File: src/rtl/fetch_unit.sv
// Instruction fetch stage: issues one imem word request at a time, buffers returned words
// in a prefetch FIFO and presents the head word pre-split into decoder fields.
module fetch_unit #(
   parameter int          DEPTH    = 4,
   parameter logic [31:0] RESET_PC = 32'h0000_0000
) (
   input  logic        clk,
   input  logic        rst_n,
   output logic        imem_req,
   output logic [31:0] imem_addr,
   input  logic        imem_gnt,
   input  logic        imem_rvalid,
   input  logic [31:0] imem_rdata,
   input  logic        redirect,
   input  logic [31:0] redirect_pc,
   output logic        instr_valid,
   input  logic        instr_ready,
   output logic [31:0] instr,
   output logic [31:0] pc_plus8,
   output logic [3:0]  cond,
   output logic [1:0]  Op,
   output logic [5:0]  Funct,
   output logic [3:0]  Rd,
   output logic [1:0]  sh
);
   localparam int          AW   = $clog2(DEPTH);
   localparam logic [AW:0] FULL = (AW+1)'(DEPTH);

   typedef enum logic [1:0] {
      S_IDLE = 2'd0,
      S_WAIT = 2'd1,
      S_DROP = 2'd2
   } state_t;

   state_t        state_q;
   logic [31:0]   fetch_pc_q;
   logic [31:0]   req_pc_q;
   logic [AW:0]   count_q;
   logic [AW-1:0] wr_ptr_q;
   logic [AW-1:0] rd_ptr_q;
   logic [31:0]   word_q [DEPTH];
   logic [31:0]   pc8_q  [DEPTH];
   logic          issue_s;
   logic          push_s;
   logic          pop_s;
   logic          unused_ok_s;

   // Requests only from IDLE with a free slot guaranteed for the returning word.
   assign imem_req    = rst_n & (state_q == S_IDLE) & ~redirect & (count_q < FULL);
   assign imem_addr   = fetch_pc_q;
   assign issue_s     = imem_req & imem_gnt;
   assign push_s      = (state_q == S_WAIT) & imem_rvalid & ~redirect;
   assign instr_valid = (count_q != (AW+1)'(0));
   assign pop_s       = instr_valid & instr_ready & ~redirect;
   assign unused_ok_s = ^redirect_pc[1:0];

   // The stored value is already pc+8 so cleared storage reads back as zero.
   assign instr    = word_q[rd_ptr_q];
   assign pc_plus8 = pc8_q[rd_ptr_q];
   assign cond     = instr[31:28];
   assign Op       = instr[27:26];
   assign Funct    = instr[25:20];
   assign Rd       = instr[15:12];
   assign sh       = instr[6:5];

   always_ff @(posedge clk or negedge rst_n) begin
      if (!rst_n) begin
         state_q    <= S_IDLE;
         fetch_pc_q <= RESET_PC;
         req_pc_q   <= 32'h0000_0000;
         count_q    <= (AW+1)'(0);
         wr_ptr_q   <= AW'(0);
         rd_ptr_q   <= AW'(0);
         for (int i = 0; i < DEPTH; i++) begin
            word_q[i] <= 32'h0000_0000;
            pc8_q[i]  <= 32'h0000_0000;
         end
      end else begin
         case (state_q)
            S_IDLE: begin
               if (issue_s) begin
                  state_q    <= S_WAIT;
                  req_pc_q   <= fetch_pc_q;
                  fetch_pc_q <= fetch_pc_q + 32'd4;
               end
            end
            S_WAIT: begin
               if (imem_rvalid) begin
                  state_q <= S_IDLE;
               end else if (redirect) begin
                  state_q <= S_DROP;
               end
            end
            S_DROP: begin
               if (imem_rvalid) begin
                  state_q <= S_IDLE;
               end
            end
            default: state_q <= S_IDLE;
         endcase

         if (push_s) begin
            word_q[wr_ptr_q] <= imem_rdata;
            pc8_q[wr_ptr_q]  <= req_pc_q + 32'd8;
            wr_ptr_q         <= wr_ptr_q + AW'(1);
         end
         if (pop_s) begin
            rd_ptr_q <= rd_ptr_q + AW'(1);
         end

         case ({push_s, pop_s})
            2'b10:   count_q <= count_q + (AW+1)'(1);
            2'b01:   count_q <= count_q - (AW+1)'(1);
            default: count_q <= count_q;
         endcase

         // Redirect wins over any same-cycle push/pop; an in-flight word becomes stale.
         if (redirect) begin
            count_q    <= (AW+1)'(0);
            wr_ptr_q   <= AW'(0);
            rd_ptr_q   <= AW'(0);
            fetch_pc_q <= {redirect_pc[31:2], 2'b00};
         end
      end
   end
endmodule

File: config.mk
export PLATFORM = sky130hd
export DESIGN_NAME = fetch_unit
export DESIGN_NICKNAME = d
export VERILOG_FILES = /design/src/rtl/fetch_unit.sv
export SDC_FILE = /design/constraint.sdc
export NUM_CORES = 1
export LEC_CHECK = 0
export BUFFER_PORTS_ARGS = -buffer_cell sky130_fd_sc_hd__buf_2
export CAP_MARGIN = 20
export CELL_PAD_IN_SITES_DETAIL_PLACEMENT = 0
export CELL_PAD_IN_SITES_GLOBAL_PLACEMENT = 2
export CORE_MARGIN = 2
export CORE_UTILIZATION = 42
export CTS_CLUSTER_DIAMETER = 50
export DETAILED_ROUTE_END_ITERATION = 8
export PLACE_DENSITY = 0.87
export SLEW_MARGIN = 20
export SYNTH_ARGS = -nofsm -noshare
export SYNTH_HDL_FRONTEND = slang
export SYNTH_SLANG_ARGS = --single-unit
File: constraint.sdc
create_clock -name clk -period 4.2 [get_ports clk]
set_input_delay 0.21 -clock clk [delete_from_list [all_inputs] [get_ports clk]]
set_output_delay 0.21 -clock clk [all_outputs]
set_load 0.01 [all_outputs]
==> flow_summary.json <==
{
  "rows": 68,
  "core_mm2": 0.0344,
  "htreeDepth": 2,
  "grt_pass1_vias": 10200,
  "routed_via_density": 5.16,
  "clockBufferDepth": 3,
  "slew_headroom_pct": 29.6,
  "num-nets-final": 1503,
  "dr.pass1.iters": 5,
  "clkTransAtPathRegs_ns": 0.05,
  "postSynth.asyncResetShare_pct": 100,
  "io_buffers": 179,
  "area_delta_synth_final_pct": 21.9,
  "grtUsageTotal_pct": 19.2,
  "wl_per_cell_um": 17.7,
  "arrival_ns": 2.64,
  "die_x_um": 190,
  "critPathMaxFanout": 42,
  "die_h_um": 190,
  "diodes": 0,
  "vdd_ir_drop_max_v": 0.000448,
  "routed_wl_um": 33900,
  "hold_viol": 0,
  "synth_flop_cell": "dfrtp_1",
  "grt_remaining_overflow": 0,
  "cts-resized-gates": 0,
  "fill_cells": 3070,
  "maxSlewViolCount": 0,
  "cp.required_ns": 3.99,
  "drt-initial-drc-count": 525,
  "post-route-period-util_pct": 67.8,
  "yosys_register_bits": 317,
  "synth_warnings": 0,
  "final_cell_mix": "dfrtp_1 (315), nand2_1 (240), buf_2 (178)",
  "tightest_slew_ns": 1.05,
  "worstSetupStartpointType": "flip-flop",
  "synthesis.instances": 1212,
  "rsz0062_at_grt": "false",
  "cts_tree": "yes",
  "syn_avg_cell_area_um2": 12.0,
  "routed-via-count": 9864,
  "drtAntennaViolNets": 0,
  "syn_area_mm2": 0.0146,
  "synth.distinct_cells": 56,
  "fmax_mhz": 351,
  "cts.sinks": 317,
  "die-area_mm2": 0.0362,
  "antenna_found_initial": 0,
  "max_stage_delay_ns": 1.00,
  "fin_tns_setup_ns": 0,
  "initial_utilization_pct": 42.4,
  "final_common_cell": "dfrtp_1",
  "grt_max_degree": 182,
  "holdWs_ns": 0.0912,
  "period_needed_ns": 2.85,
  "cap_violations": 0,
  "min_path_type": "in2reg",
  "finalClockSkew_ns": 0.0129,
  "slowest_stage": "dfrtp_4",
  "crit_path_end_kind": "primary output",
  "yosysSeqAreaShare_pct": 54.4,
  "path_class": "reg2out",
  "reg2regPathDepth": 6,
  "power_density_mw_per_mm2": 575,
  "drc": 0,
  "pin_count": 186,
  "clk-insertion-delay-late_ns": 0.52,
  "cts_root_buffer": "clkbuf_16",
  "final-setup-viol-count": 0,
  "postCtsSetupBuffers": 0,
  "path_cells": "buf_4 -> mux4_2 -> buf_2",
  "drive_above_1_share_pct": 33.5,
  "run_status": "completed",
  "hold_depth": 4,
  "grt_pass1_wl_um": 55500,
  "cts_hold_buffers": 64,
  "synth_edf_count": 0,
  "dp_hpwl_um": 22200,
  "cts_buffers": 40,
  "gp_congestion": 0.783,
  "p_leak_uw": 0.00833
}
-- cells in the mapped netlist, drive strengths merged, types with 3 or more instances --
| cell | instances | area [um2] |
|---|---|---|
| nand4 | 20 | 191 |
| mux2 | 137 | 1540 |
| and4 | 3 | 30.0 |
| and3 | 4 | 25.0 |
| nor4 | 8 | 68.8 |
| o311ai | 13 | 114 |
| clkbuf | 43 | 163 |
| dfrtp | 317 | 7930 |
| nand2b | 4 | 25.0 |
| mux4 | 62 | 1400 |
| xor2 | 12 | 105 |
| o21ai | 137 | 686 |
| nor3b | 3 | 33.8 |
| mux2i | 5 | 50.1 |
| nor2 | 20 | 82.6 |
| buf | 48 | 295 |
| a21o | 3 | 22.5 |
| nand3 | 24 | 120 |
| nand2 | 245 | 922 |
| ha | 6 | 75.1 |
| and2 | 4 | 27.5 |
| o211ai | 5 | 37.5 |
| xnor2 | 24 | 210 |
| inv | 13 | 48.8 |
| nor2b | 10 | 62.6 |
| a21oi | 7 | 35.0 |
| nor3 | 13 | 92.6 |
| nand3b | 5 | 37.5 |
-- final cells by class --
cell class	count	area (um2)	share of cell area, %
sequential	317	7940	44.6
multi-input combinational	794	6190	34.8
timing repair buffer	260	1700	9.56
clock buffer	49	1100	6.16
tap	455	569	3.20
clock inverter	22	245	1.38
inverter	13	48.8	0.274
-- where the power goes --
group          switching, uW  total, uW  leakage (uW)  internal, uW
clock                   1310       3430      0.000668          2120
sequential               562       4130       0.00424          3560
combinational           1310       2660       0.00342          1350
-- final timing paths --
kind	endpoint	from	slack [ns]
max	Rd[2]	rd_ptr_q[0]	1.35
min	rd_ptr_q[1]	instr_ready	0.09
max reg2reg	pc8_q[29]	state_q[0]	1.85
min reg2reg	pc8_q[94]	pc8_q[94]	0.47
max in group asynchronous	pc8_q[29]	rst_n	2.13
min in group asynchronous	word_q[20]	rst_n	0.17
-- registers in the layout, indices dropped and copies added, names as in the netlist --
name,cells
word_q,128
pc8_q,120
imem_addr,30
req_pc_q,30
count_q,3
rd_ptr_q,2
state_q,2
wr_ptr_q,2
-- cells by family (layout without fill, tap and decap cells) --
logic type | after synthesis | after routing | synth area share (%)
DFF | 317 | 317 | 54.4
AOI/OAI and AO/OA | 175 | 175 | 6.73
other | 1 | 4 | 0.0257
and+or+nand+nor | 368 | 368 | 12.1
muxes | 204 | 204 | 20.5
buffers and inverters | 104 | 344 | 3.47
xor gates and xnor gates | 36 | 36 | 2.16
adders and majority gates | 7 | 7 | 0.652
-- critical path: cells and delay by family, from the launching register on --
kind / cells / cell delay (ns)
flip-flops: 1 / 1.00
multiplexers: 1 / 0.54
buffers and inverters: 2 / 0.54
-- per-layer routing --
layer | GRT usage, % | wire length (um) | vias to the layer above
met5 | 0 | 0 | -
met4 | 3.97 | 457 | 0
met3 | 3.22 | 1640 | 41
met2 | 30.7 | 15700 | 238
met1 | 27.6 | 16100 | 4868
li1 | - | - | 4717
-- through the flow --
step | total power [uW] | setup slack [ns] | std cells | utilization [%] | cell area [um2]
after floorplan | 5880 | 2.24 | 1215 | - | 14600
after global placement | 6780 | 1.84 | 1775 | 46.0 | 15800
after detailed placement | 6840 | 1.81 | 1775 | 46.0 | 15800
after CTS | 10400 | 1.25 | 1910 | 51.7 | 17800
after global routing | 10800 | 1.16 | 1910 | 51.7 | 17800
final | 10200 | 1.35 | 1910 | 51.7 | 17800
(Power assumes the default switching activity.)
